===== config.mk =====
export PLATFORM = sky130hd
export DESIGN_NAME = sisc_ifetch_flat
export DESIGN_NICKNAME = d
export VERILOG_FILES = /design/src/rtl/sisc_ifetch_if.sv /design/src/rtl/sisc_ifetch.sv /design/src/flat_wrapper.sv
export SDC_FILE = /design/constraint.sdc
export NUM_CORES = 1
export LEC_CHECK = 0
export ABC_AREA = 1
export CORE_MARGIN = 10
export CORE_UTILIZATION = 45
export DETAILED_ROUTE_END_ITERATION = 12
export PLACE_DENSITY = 0.77
export REMOVE_ABC_BUFFERS = 1
export SETUP_SLACK_MARGIN = 0.5
export SYNTH_ARGS = -nofsm -noshare
export SYNTH_HDL_FRONTEND = slang
export SYNTH_SLANG_ARGS = --single-unit

===== constraint.sdc =====
create_clock -name clk -period 1.85 [get_ports clk]
set_clock_uncertainty 0.15 [all_clocks]
set_input_delay 0.555 -clock clk [delete_from_list [all_inputs] [get_ports clk]]
set_output_delay 0.555 -clock clk [all_outputs]
set_load 0.01 [all_outputs]

===== src/rtl/sisc_ifetch_if.sv =====
// Instruction-memory read bus between the SISC fetch unit and instruction memory.
// The fetch unit is the master: it drives the address and request and waits for ack.
interface sisc_ifetch_if #(
    parameter int ADDR_W  = 16,
    parameter int INSTR_W = 32
);
    logic [ADDR_W-1:0]  imem_addr;
    logic               imem_req;
    logic               imem_ack;
    logic [INSTR_W-1:0] imem_rdata;

    modport master (
        output imem_addr,
        output imem_req,
        input  imem_ack,
        input  imem_rdata
    );

    modport slave (
        input  imem_addr,
        input  imem_req,
        output imem_ack,
        output imem_rdata
    );
endinterface


===== src/rtl/sisc_ifetch.sv =====
// SISC instruction-fetch unit: PC, instruction register, req/ack fetch from
// instruction memory, absolute/relative branch loading and HLT detection.
module sisc_ifetch #(
    parameter int                 ADDR_W   = 16,
    parameter int                 INSTR_W  = 32,
    parameter logic [ADDR_W-1:0]  RESET_PC = '0
) (
    input  logic                 clk,
    input  logic                 rst_f,
    input  logic                 fetch_req,
    input  logic                 pc_write,
    input  logic                 br_rel,
    sisc_ifetch_if.master        imem,
    output logic [INSTR_W-1:0]   ir,
    output logic [3:0]           opcode,
    output logic [3:0]           mm,
    output logic                 ir_valid,
    output logic [ADDR_W-1:0]    pc_out,
    output logic                 busy,
    output logic                 halted
);

    typedef enum logic [1:0] {
        ST_IDLE = 2'd0,
        ST_REQ  = 2'd1,
        ST_HALT = 2'd2
    } state_t;

    state_t              state, state_nx;
    logic [ADDR_W-1:0]   pc_nx, addr_nx, pc_upd;
    logic [INSTR_W-1:0]  ir_nx;
    logic                req_nx, valid_nx, busy_nx, halted_nx;
    logic                pend, pend_nx, pend_rel, pend_rel_nx;

    // The branch offset is a signed field; addition wraps modulo 2^ADDR_W.
    function automatic logic [ADDR_W-1:0] br_target(
        input logic [ADDR_W-1:0]        pc_cur,
        input logic signed [ADDR_W-1:0] off,
        input logic                     rel
    );
        return rel ? (pc_cur + $unsigned(off)) : $unsigned(off);
    endfunction

    assign opcode = ir[INSTR_W-1 -: 4];
    assign mm     = ir[INSTR_W-5 -: 4];

    always_comb begin
        state_nx    = state;
        pc_nx       = pc_out;
        addr_nx     = imem.imem_addr;
        ir_nx       = ir;
        req_nx      = imem.imem_req;
        valid_nx    = ir_valid;
        busy_nx     = busy;
        halted_nx   = halted;
        pend_nx     = pend;
        pend_rel_nx = pend_rel;
        pc_upd      = pc_out;

        unique case (state)
            ST_IDLE: begin
                // A branch deferred from the previous fetch takes priority over a new pc_write.
                if (pend) begin
                    pc_upd  = br_target(pc_out, ir[ADDR_W-1:0], pend_rel);
                    pend_nx = 1'b0;
                end else if (pc_write) begin
                    pc_upd = br_target(pc_out, ir[ADDR_W-1:0], br_rel);
                end
                pc_nx = pc_upd;
                if (fetch_req) begin
                    state_nx = ST_REQ;
                    req_nx   = 1'b1;
                    addr_nx  = pc_upd;
                    valid_nx = 1'b0;
                    busy_nx  = 1'b1;
                end else begin
                    busy_nx = 1'b0;
                end
            end
            ST_REQ: begin
                if (pc_write) begin
                    pend_nx     = 1'b1;
                    pend_rel_nx = br_rel;
                end
                if (imem.imem_ack) begin
                    ir_nx    = imem.imem_rdata;
                    pc_nx    = pc_out + 1'b1;
                    req_nx   = 1'b0;
                    valid_nx = 1'b1;
                    if (imem.imem_rdata[INSTR_W-1 -: 4] == 4'hF) begin
                        state_nx  = ST_HALT;
                        halted_nx = 1'b1;
                        busy_nx   = 1'b1;
                        pend_nx   = 1'b0;
                    end else begin
                        // Stay busy one more cycle while a deferred branch is applied.
                        state_nx = ST_IDLE;
                        busy_nx  = pend_nx;
                    end
                end
            end
            ST_HALT: begin
                valid_nx  = 1'b1;
                halted_nx = 1'b1;
            end
            default: state_nx = ST_IDLE;
        endcase
    end

    always_ff @(posedge clk) begin
        if (rst_f) begin
            state          <= ST_IDLE;
            pc_out         <= RESET_PC;
            imem.imem_addr <= RESET_PC;
            imem.imem_req  <= 1'b0;
            ir             <= '0;
            ir_valid       <= 1'b0;
            busy           <= 1'b0;
            halted         <= 1'b0;
            pend           <= 1'b0;
            pend_rel       <= 1'b0;
        end else begin
            state          <= state_nx;
            pc_out         <= pc_nx;
            imem.imem_addr <= addr_nx;
            imem.imem_req  <= req_nx;
            ir             <= ir_nx;
            ir_valid       <= valid_nx;
            busy           <= busy_nx;
            halted         <= halted_nx;
            pend           <= pend_nx;
            pend_rel       <= pend_rel_nx;
        end
    end

endmodule


===== src/flat_wrapper.sv =====
// flat-port wrapper written by rule: the top's interface ports become plain ports
module sisc_ifetch_flat 
#(
    parameter int                 ADDR_W   = 16,
    parameter int                 INSTR_W  = 32,
    parameter logic [ADDR_W-1:0]  RESET_PC = '0
)
  (clk, rst_f, fetch_req, pc_write, br_rel, ir, opcode, mm, ir_valid, pc_out, busy, halted, imem_imem_addr, imem_imem_req, imem_imem_ack, imem_imem_rdata);
  sisc_ifetch_if #(.ADDR_W(ADDR_W), .INSTR_W(INSTR_W)) imem_i ();
  input  logic clk;
  input  logic rst_f;
  input  logic fetch_req;
  input  logic pc_write;
  input  logic br_rel;
  output logic [INSTR_W-1:0] ir;
  output logic [3:0] opcode;
  output logic [3:0] mm;
  output logic ir_valid;
  output logic [ADDR_W-1:0] pc_out;
  output logic busy;
  output logic halted;
  output wire logic [$bits(imem_i.imem_addr)-1:0] imem_imem_addr;
  output wire logic [$bits(imem_i.imem_req)-1:0] imem_imem_req;
  input wire logic [$bits(imem_i.imem_ack)-1:0] imem_imem_ack;
  input wire logic [$bits(imem_i.imem_rdata)-1:0] imem_imem_rdata;
  assign imem_imem_addr = imem_i.imem_addr;
  assign imem_imem_req = imem_i.imem_req;
  assign imem_i.imem_ack = imem_imem_ack;
  assign imem_i.imem_rdata = imem_imem_rdata;
  sisc_ifetch #(.ADDR_W(ADDR_W), .INSTR_W(INSTR_W), .RESET_PC(RESET_PC)) u_core (.clk(clk), .rst_f(rst_f), .fetch_req(fetch_req), .pc_write(pc_write), .br_rel(br_rel), .imem(imem_i), .ir(ir), .opcode(opcode), .mm(mm), .ir_valid(ir_valid), .pc_out(pc_out), .busy(busy), .halted(halted));
endmodule

==> metrics.md, run 1 <==
| Metric | Value |
|---|---|
| Result of the run | aborted with a tool error |
| Stage at which the run stopped | global routing |
| Run-stopping error | [ERROR GRT-0232] Routing congestion too high. Check the congestion heatmap in the GUI. |
| Worst endpoint kind after the last repair | register data pin |
| Total grt overflow | 484 |
| Ys flop type | sky130_fd_sc_hd__dfxtp_1 |
| Clock sink total | between 70 and 80 |
| Number of flops mapped to enable cells by yosys | 0 |
| Proportion of synthesized chip area in sequential cells | a little under a third |
| Share of synthesized flip-flops with an asynchronous set or reset | 0% |
| GRT repair_timing worst endpoint | u_core.pc_out[12]$_SDFFE_PP0P_/D |
| Hold-fix buffer count after cts | 0 |
| CTS buffer count | 9 |
| Gate count after technology mapping | around 700 |
| Count of H-tree levels built during CTS | 3 |
| Effective utilization at floorplan | a little under half |
| Cell Rows | 36 |
| # port buffers | 113 |
| HPWL after detailed placement | 13,300 um |
| Buffer cell driving the clock tree root | sky130_fd_sc_hd__clkbuf_8 |
| Chip width | 121.2 um |
| Total global-route track usage | between 80% and 90% |
| Pin count of the biggest net entering global routing | 37 |
| Register bit count reported by yosys | 72 |
| Cell count after placement | a little over 1,000 |
| Count of warnings emitted by yosys | 0 |
| Number of top-level design ports | roughly 110 |
| Synth Area per Inst | 6.404 um2 |
| Netlist area before placement | 4604 um2 |
| Maximum count of clock buffers along a single path | 2 |
| Overall die height | between 100 and 150 um |
| Number of distinct library cell variants in the gate-level netlist after synthesis | 45 |
| Global placer's final weighted congestion | about 1.0 |
-- synth_stat cells, types with 3 or more instances --
library cell | number | area share, %
sky130_fd_sc_hd__nand2_1 | 152 | 12
sky130_fd_sc_hd__nor2_1 | 96 | 7.8
sky130_fd_sc_hd__inv_1 | 92 | 7.5
sky130_fd_sc_hd__o21ai_0 | 73 | 7.9
sky130_fd_sc_hd__dfxtp_1 | 72 | 31
sky130_fd_sc_hd__nand3_1 | 53 | 5.8
sky130_fd_sc_hd__a21oi_1 | 43 | 4.7
sky130_fd_sc_hd__ha_1 | 20 | 5.4
sky130_fd_sc_hd__clkbuf_1 | 15 | 1.2
sky130_fd_sc_hd__nand4_1 | 12 | 1.6
sky130_fd_sc_hd__a41oi_1 | 8 | 1.5
sky130_fd_sc_hd__buf_4 | 8 | 1.3
sky130_fd_sc_hd__xor2_1 | 8 | 1.5
sky130_fd_sc_hd__buf_2 | 7 | 0.76
sky130_fd_sc_hd__nand2_2 | 4 | 0.54
sky130_fd_sc_hd__nor2_2 | 4 | 0.54
sky130_fd_sc_hd__or2_1 | 4 | 0.54
sky130_fd_sc_hd__a22oi_1 | 3 | 0.49
sky130_fd_sc_hd__a31oi_1 | 3 | 0.41
sky130_fd_sc_hd__and2_1 | 3 | 0.41
sky130_fd_sc_hd__buf_1 | 3 | 0.24
-- repair_timing --
item,in CTS
gates cloned,5
setup endpoints to repair,148
pin swaps,53
setup buffers,36
resized for setup,686
-- per-stage QoR --
step | worst slack (ps) | cell area, um2
after floorplan | -713.1 | 4442
after detailed placement | -464.2 | 6502
after CTS | -230.5 | 8138
after global placement | -368.6 | 6502
-- routing by layer --
| layer | track usage (%) | overflow |
|---|---|---|
| met5 | 28.47 | 2 |
| met3 | 68.78 | 6 |
| met4 | 90.98 | 157 |
| met1 | 74.92 | 5 |
| met2 | 98.20 | 314 |
-- kinds of logic after synthesis --
kind of cell	count (synthesis)	share of synthesized area (%)
compound gates	148	18.18
xor+xnor	9	1.712
buf+inv	129	11.36
fa+ha+maj	21	5.870
simple gates	340	31.58
flops	72	31.30
==> run 2: changes to the inputs <==
Settings changed: CORE_UTILIZATION 45 to 35, PLACE_DENSITY 0.77 to default, PLACE_DENSITY_LB_ADDON from default to 0.15, SETUP_SLACK_MARGIN 0.5 to default.
Clock period 1.85 ns to 2.4 ns, I/O delays scaled along.
==> run 2 against run 1 <==
Against the previous run: the flow now finishes without violations; area after synthesis stayed put; synthesized cell count unchanged.
==> metrics.md, run 2 <==
| Metric | Value |
|---|---|
| Number of flops mapped to enable cells by yosys | 0 |
| Netlist area before placement | 4604 um2 |
| Drt via density | between 5 and 6 |
| Most congested layer reported by global routing | met2 |
| Global placer's final weighted congestion | 0.9089 |
| Routed length per instance | ~17 um |
| Post-Layout Inst Area | between 6000 and 7000 um2 |
| Chip width | around 130 um |
| Final cell count without fillers | 1,021 |
| Final sum of negative setup slack | 0 ps |
| Result of the run | completed |
| Buffer cell driving the clock tree root | sky130_fd_sc_hd__clkbuf_16 |
| Area of placed instances | just over 6000 um2 |
| Maximum frequency from static timing analysis | between 400 and 500 MHz |
| Cell count after placement | around 1,000 |
| Number of flip-flops under the largest register name | 32 |
| Pin count of the biggest net entering global routing | 36 |
| CTS clk-pin slew, worst paths | 60 ps |
| Largest registers in the final layout | u_core.ir x32, u_core.imem.imem_addr x16, u_core.pc_out x16 |
| Yosys top cell area share | between 30% and 40% |
| Post-CTS Resized | 0 |
| Worst-margin pin slew | between 600 and 700 ps |
| Fraction of final layout cells sized beyond drive strength 1 | between 8 and 9% |
| Worst-path cell chain | clkdlybuf4s50_1 |
| Synth Area per Inst | ~6.4 um2 |
| Detail Route Antenna Nets | 0 |
| Minimum clock period | 2318 ps |
| Gate count after technology mapping | 719 |
| Critical Path End Type | primary output |
| Post-synthesis cell type with the largest combined area | sky130_fd_sc_hd__dfxtp_1 |
| Max Transition Viols Final | 0 |
| IR drop worst, VDD | 0.5807 mV |
| Static leakage | roughly 0.0028 uW |
| Final-stage net count | 903 |
| Commonest non-fill, non-tap cell in the layout | sky130_fd_sc_hd__nand2_1 |
| Worst skew pair latency | approximately 350 ps |
| RSZ-0062 raised after global routing | false |
| Clock sink total | 72 |
| Dominant cell by count in the synthesized netlist | sky130_fd_sc_hd__nand2_1 |
| Final clock period utilization by the worst path | a little over nine tenths |
| Required time of the worst setup path | roughly 1500 ps |
| Remaining routing DRC violations | 0 |
| Category of the critical setup timing path | register to primary output |
| Filler cell count | 1,302 |
| Biggest register | u_core.ir |
| Area contributors post-synth | sky130_fd_sc_hd__dfxtp_1 (31%), sky130_fd_sc_hd__nand2_1 (12%), sky130_fd_sc_hd__o21ai_0 (7.9%), sky130_fd_sc_hd__nor2_1 (7.8%), sky130_fd_sc_hd__inv_1 (7.5%) |
| First-pass detailed-route iteration total | 5 |
| Share of synthesized flip-flops with an asynchronous set or reset | 0% |
| Overall die height | 134.7 um |
| Count of warnings emitted by yosys | 0 |
| CTS tree | built |
| Hold-fix buffer count after cts | 0 |
| Largest delay contributor family on the critical path | buffers and inverters |
| Number of distinct library cell variants in the gate-level netlist after synthesis | 45 |
| Proportion of synthesized chip area in sequential cells | roughly 31% |
| MaxCap Viol Count | 0 |
| Worst hold path type | register to register |
| HPWL after detailed placement | between 10,000 and 15,000 um |
| Final wirelength | 16,960 um |
| Critical Path Source Type | register |
| Via count of the first global-routing pass | a little over 5,000 |
| Global-route wire length before repair | approximately 27,000 um |
| Top library cells by usage in the layout, fill and taps aside | sky130_fd_sc_hd__nand2_1 (152), sky130_fd_sc_hd__clkdlybuf4s50_1 (113), sky130_fd_sc_hd__nor2_1 (96), sky130_fd_sc_hd__inv_1 (92), sky130_fd_sc_hd__o21ai_0 (73) |
| Ys flop type | sky130_fd_sc_hd__dfxtp_1 |
| # port buffers | between 100 and 150 |
| Worst Setup Slack, final | slightly above 80 ps |
| CP arrival | approximately 1500 ps |
| Total Power Consumption | approximately 7200 uW |
| Overall die area | roughly 18,000 um2 |
| Critical path's largest stage delay | 610 ps |
| Cell Pwr Density | 1134 nW/um2 |
| Number of top-level design ports | roughly 110 |
| Count of H-tree levels built during CTS | 3 |
| Antenna Diode Count | 0 |
| Total global-route track usage | 18.67% |
| Violation count after the first detailed-routing iteration | about 320 |
| Peak fanout along the critical path | 7 |
| Maximum count of clock buffers along a single path | 2 |
| Number of buffers inserted by post-CTS setup repair | 0 |
| Headroom to the max-slew limit | about 60% |
| Final Setup Violations | 0 |
| Effective utilization at floorplan | between 30% and 40% |
| Area overhead of the layout relative to synthesis | 38.72% |
| Initial antenna violation count | 0 |
| CTS buffer count | 9 |
| Met3 Resource Use GR | 7.678% |
| Placeable Area | roughly 13,000 um2 |
| Total grt overflow | 0 |
| Met2 usage in global routing | between 20% and 30% |
| Top post-synthesis cells by count | sky130_fd_sc_hd__nand2_1 (152), sky130_fd_sc_hd__nor2_1 (96), sky130_fd_sc_hd__inv_1 (92) |
| Cell Rows | 41 |
| Standard cell with the maximum stage delay on the critical path | sky130_fd_sc_hd__clkdlybuf4s50_1 |
| CP bufs+invs | 1 |
| Register bit count reported by yosys | 72 |
| GR Layer Usage met1 | 22.52% |
| Worst slack at placement | -120.2 ps |
| Vias after detailed routing | between 5,000 and 6,000 |
| Final Hold Violating Endpoints | 0 |
run 2: power breakdown:
part	internal, uW	switching, uW	leakage (uW)
Combinational	1750	2200	0.00207
Sequential	1580	370	0.000591
Clock	805	547	0.000143
Total	4130	3110	0.00281
run 2: logic make-up after synthesis:
logic type | count (synthesis) | share of synthesized area (%)
buf+inv | 129 | 11.36
fa+ha+maj | 21 | 5.870
simple gates | 340 | 31.58
compound gates | 148 | 18.18
flops | 72 | 31.30
xor+xnor | 9 | 1.712
run 2: metal layers:
layer  vias to the layer above  wire length, um
met1                      2409             7242
met3                        23             1841
met5                         -                0
met4                         0              297
li1                       2594                -
met2                       205             7577
run 2: final timing paths:
check                           to              from  slack (ps)  depth (start not counted)
setup / recovery         pc_out[1]  u_core.pc_out[1]          80                          1
hold / removal     u_core.ir_valid   u_core.ir_valid         310                          2
setup reg to reg  u_core.pc_out[7]  u_core.pc_out[2]         140                          9
hold reg to reg    u_core.ir_valid   u_core.ir_valid         310                          2
run 2: layout make-up:
cell class | instances | area, um2 | area share (%)
clock buffers | 11 | 232.7 | 3.643
clock inverters | 5 | 57.56 | 0.9011
inverters | 96 | 360.3 | 5.642
multi-input cells | 518 | 2643 | 41.37
flip-flops and latches | 72 | 1443 | 22.59
well taps | 172 | 215.2 | 3.369
repair buffers | 147 | 1436 | 22.49
run 2: through the flow:
stage	util, %	hold WS [ps]
5_1_grt	50.00	354.4
2_1_floorplan	-	318.3
6_report	50.00	309.4
3_3_place_gp	47.70	299.6
4_1_cts	49.98	318.4
3_5_place_dp	47.70	312.5
run 2: worst reg2reg max path: cells and delay by family, from the launching register on:
kind | cells | cell delay, ps
simple gates | 6 | 980
flops | 1 | 440
fa+ha+maj | 1 | 330
compound gates | 2 | 240
No activity file was read; power rests on OpenSTA's default activity.
==> run 3: changes to the inputs <==
Settings changed: CAP_MARGIN from default to 10, CORE_MARGIN 10 to default.
==> run 3 against run 2 <==
Against the previous run: largest power group unchanged; sequential share of layout area decreased by 0.14 points; setup slack improved by 11 ps; hold slack improved by 1.8 ps; critical endpoint is now ir[9]; maximum frequency is 0.48% higher; power is 0.50% lower; first-iteration DRC count up 6.2%; combinational power hardly changed; via count down 2.4%; design area increased by 0.53%; clock power is essentially flat.
==> metrics.md, run 3 (same netlist as run 2, synthesis figures left out) <==
| Metric | Value |
|---|---|
| Proportion of power drawn by the clock network | about a fifth |
| Count of H-tree levels built during CTS | 3 |
| Top library cells by usage in the layout, fill and taps aside | sky130_fd_sc_hd__nand2_1 (152), sky130_fd_sc_hd__clkdlybuf4s50_1 (113), sky130_fd_sc_hd__nor2_1 (96), sky130_fd_sc_hd__inv_1 (92), sky130_fd_sc_hd__o21ai_0 (73) |
| Final core utilization | approximately half |
| Maximum frequency from static timing analysis | roughly 430 MHz |
| Worst-margin pin slew | ~640 ps |
| Terminus of the critical flop-to-flop path | u_core.pc_out[6] |
| Biggest register | u_core.ir |
| Global-route wire length before repair | around 25,000 um |
| Initial antenna violation count | 0 |
| Via count of the first global-routing pass | between 4,000 and 5,000 |
| Number of flip-flops under the largest register name | 32 |
| Post-Layout Inst Area | 6421 um2 |
| RSZ-0062 raised after global routing | false |
| Critical Path Source Type | register |
| Commonest non-fill, non-tap cell in the layout | sky130_fd_sc_hd__nand2_1 |
| Chip width | approximately 120 um |
| Overall die height | between 100 and 150 um |
| Number of buffers inserted by post-CTS setup repair | 0 |
| Max Transition Viols Final | 0 |
| Worst Hold Slack | between 300 and 400 ps |
| CP arrival | between 1000 and 1500 ps |
| Share of total power in sequential cells | between 20% and 30% |
| Hold-fix buffer count after cts | 0 |
| Routed length per instance | 15.41 um |
| Final clock period utilization by the worst path | between 90 and 100% |
| Total global-route track usage | around a quarter |
| Total grt overflow | 0 |
| Final Hold Violating Endpoints | 0 |
| Remaining routing DRC violations | 0 |
| Post-CTS Resized | 0 |
| CTS clk-pin slew, worst paths | approximately 60 ps |
| Worst skew pair latency | between 300 and 400 ps |
| Fraction of final layout cells sized beyond drive strength 1 | 8.675% |
| CTS buffer count | 9 |
| Number of cells on the worst reg-to-reg path | 11 |
| Vias after detailed routing | just over 5,000 |
| Headroom to the max-slew limit | a little under three fifths |
| Critical Path End Type | primary output |
| IR drop worst, VDD | ~0.44 mV |
| Placeable Area | around 13,000 um2 |
| # port buffers | 113 |
| Reg2reg start | u_core.ir[0] |
| Effective utilization at floorplan | roughly 36% |
| Static leakage | approximately 0.0028 uW |
| Final wirelength | 15,800 um |
| MaxCap Viol Count | 0 |
| Required time of the worst setup path | ~1500 ps |
| Largest registers in the final layout | u_core.ir x32, u_core.imem.imem_addr x16, u_core.pc_out x16 |
| First-pass detailed-route iteration total | 4 |
| Maximum count of clock buffers along a single path | 2 |
| Global placer's final weighted congestion | approximately 0.89 |
| Detail Route Antenna Nets | 0 |
| Clock sink total | slightly above 70 |
| R2R Setup Slk | 190 ps |
| Overall die area | between 10,000 and 15,000 um2 |
| Filler cell count | 1,346 |
| Antenna Diode Count | 0 |
| Final-stage net count | a little over 900 |
| Internal Pwr Total | 4129 uW |
| Violation count after the first detailed-routing iteration | roughly 340 |
| Category of the critical setup timing path | register to primary output |
| Minimum clock period | 2307 ps |
| CTS tree | built |
| Cell Pwr Density | 1123 nW/um2 |
| Reported net switching power | 3080 uW |
| Number of top-level design ports | roughly 110 |
| Worst setup path startpoint | u_core.ir[9] |
| Switch share | 42.72% |
| Worst hold path type | register to register |
| Area overhead of the layout relative to synthesis | 39.46% |
| Result of the run | completed |
| Drt via density | between 4 and 5 |
| Pin count of the biggest net entering global routing | 43 |
| Peak fanout along the critical path | 4 |
| Final Setup Violations | 0 |
| HPWL after detailed placement | 11,450 um |
| Cell Rows | 41 |
| Buffer cell driving the clock tree root | sky130_fd_sc_hd__clkbuf_16 |
| Part of the power in combinational logic | between 50% and 60% |
| Area of placed instances | approximately 6100 um2 |
| Critical Path Sink | ir[9] |
run 3: final cells by class:
type,count,area [um2],share of cell area (%)
Clock buffer,9,225.2,3.507
Clock inverter,7,72.57,1.130
Inverter,96,360.3,5.612
Multi-Input combinational cell,518,2640,41.11
Sequential cell,72,1441,22.45
Tap cell,172,215.2,3.352
Timing Repair Buffer,151,1466,22.84
run 3: layer usage:
metal  wire [um]  part of all wire (%)  vias up  GRT usage, %
met3        1063                   6.7       23         5.345
met2        7231                    46      187         39.96
met1        7216                    46     2300         31.48
met5           0                     0        -             0
met4         286                   1.8        0         8.945
li1            -                     -     2597             -
run 3: stage by stage:
step                setup TNS [ps]  setup WS (ps)  cells  total power (uW)
global placement            -94.24         -18.20   1009              5788
floorplan                    -3335         -163.1    686              3954
CTS                              0          98.02   1025              7234
finish                           0          93.46   1025              7209
global route                     0          25.41   1025              7769
detailed placement          -712.0         -71.38   1009              5834
run 3: critical path, stage by stage (launching register included):
cell and delay [ps]:
sky130_fd_sc_hd__dfxtp_1 390, sky130_fd_sc_hd__buf_4 160, sky130_fd_sc_hd__clkdlybuf4s50_1 550
run 3: worst min-delay path by stage:
stage | startpoint | endpoint | slack, ps | cells past startpoint
after global placement | u_core.ir_valid | u_core.ir_valid | 300 | 2
after floorplan | u_core.pend | u_core.pend | 320 | 2
after detailed placement | u_core.ir_valid | u_core.ir_valid | 310 | 2
after CTS | u_core.ir_valid | u_core.ir_valid | 310 | 2
final | u_core.ir_valid | u_core.ir_valid | 310 | 2
after global routing | u_core.ir_valid | u_core.ir_valid | 320 | 2
run 3: power by group through the flow:
stage / logic (uW) / registers (uW) / clock network [uW]
after global routing: 4340 / 1980 / 1450
after floorplan: 1850 / 2110 / 0
after CTS: 3910 / 1930 / 1390
after global placement: 3850 / 1930 / 0
final: 3920 / 1920 / 1370
after detailed placement: 3890 / 1950 / 0
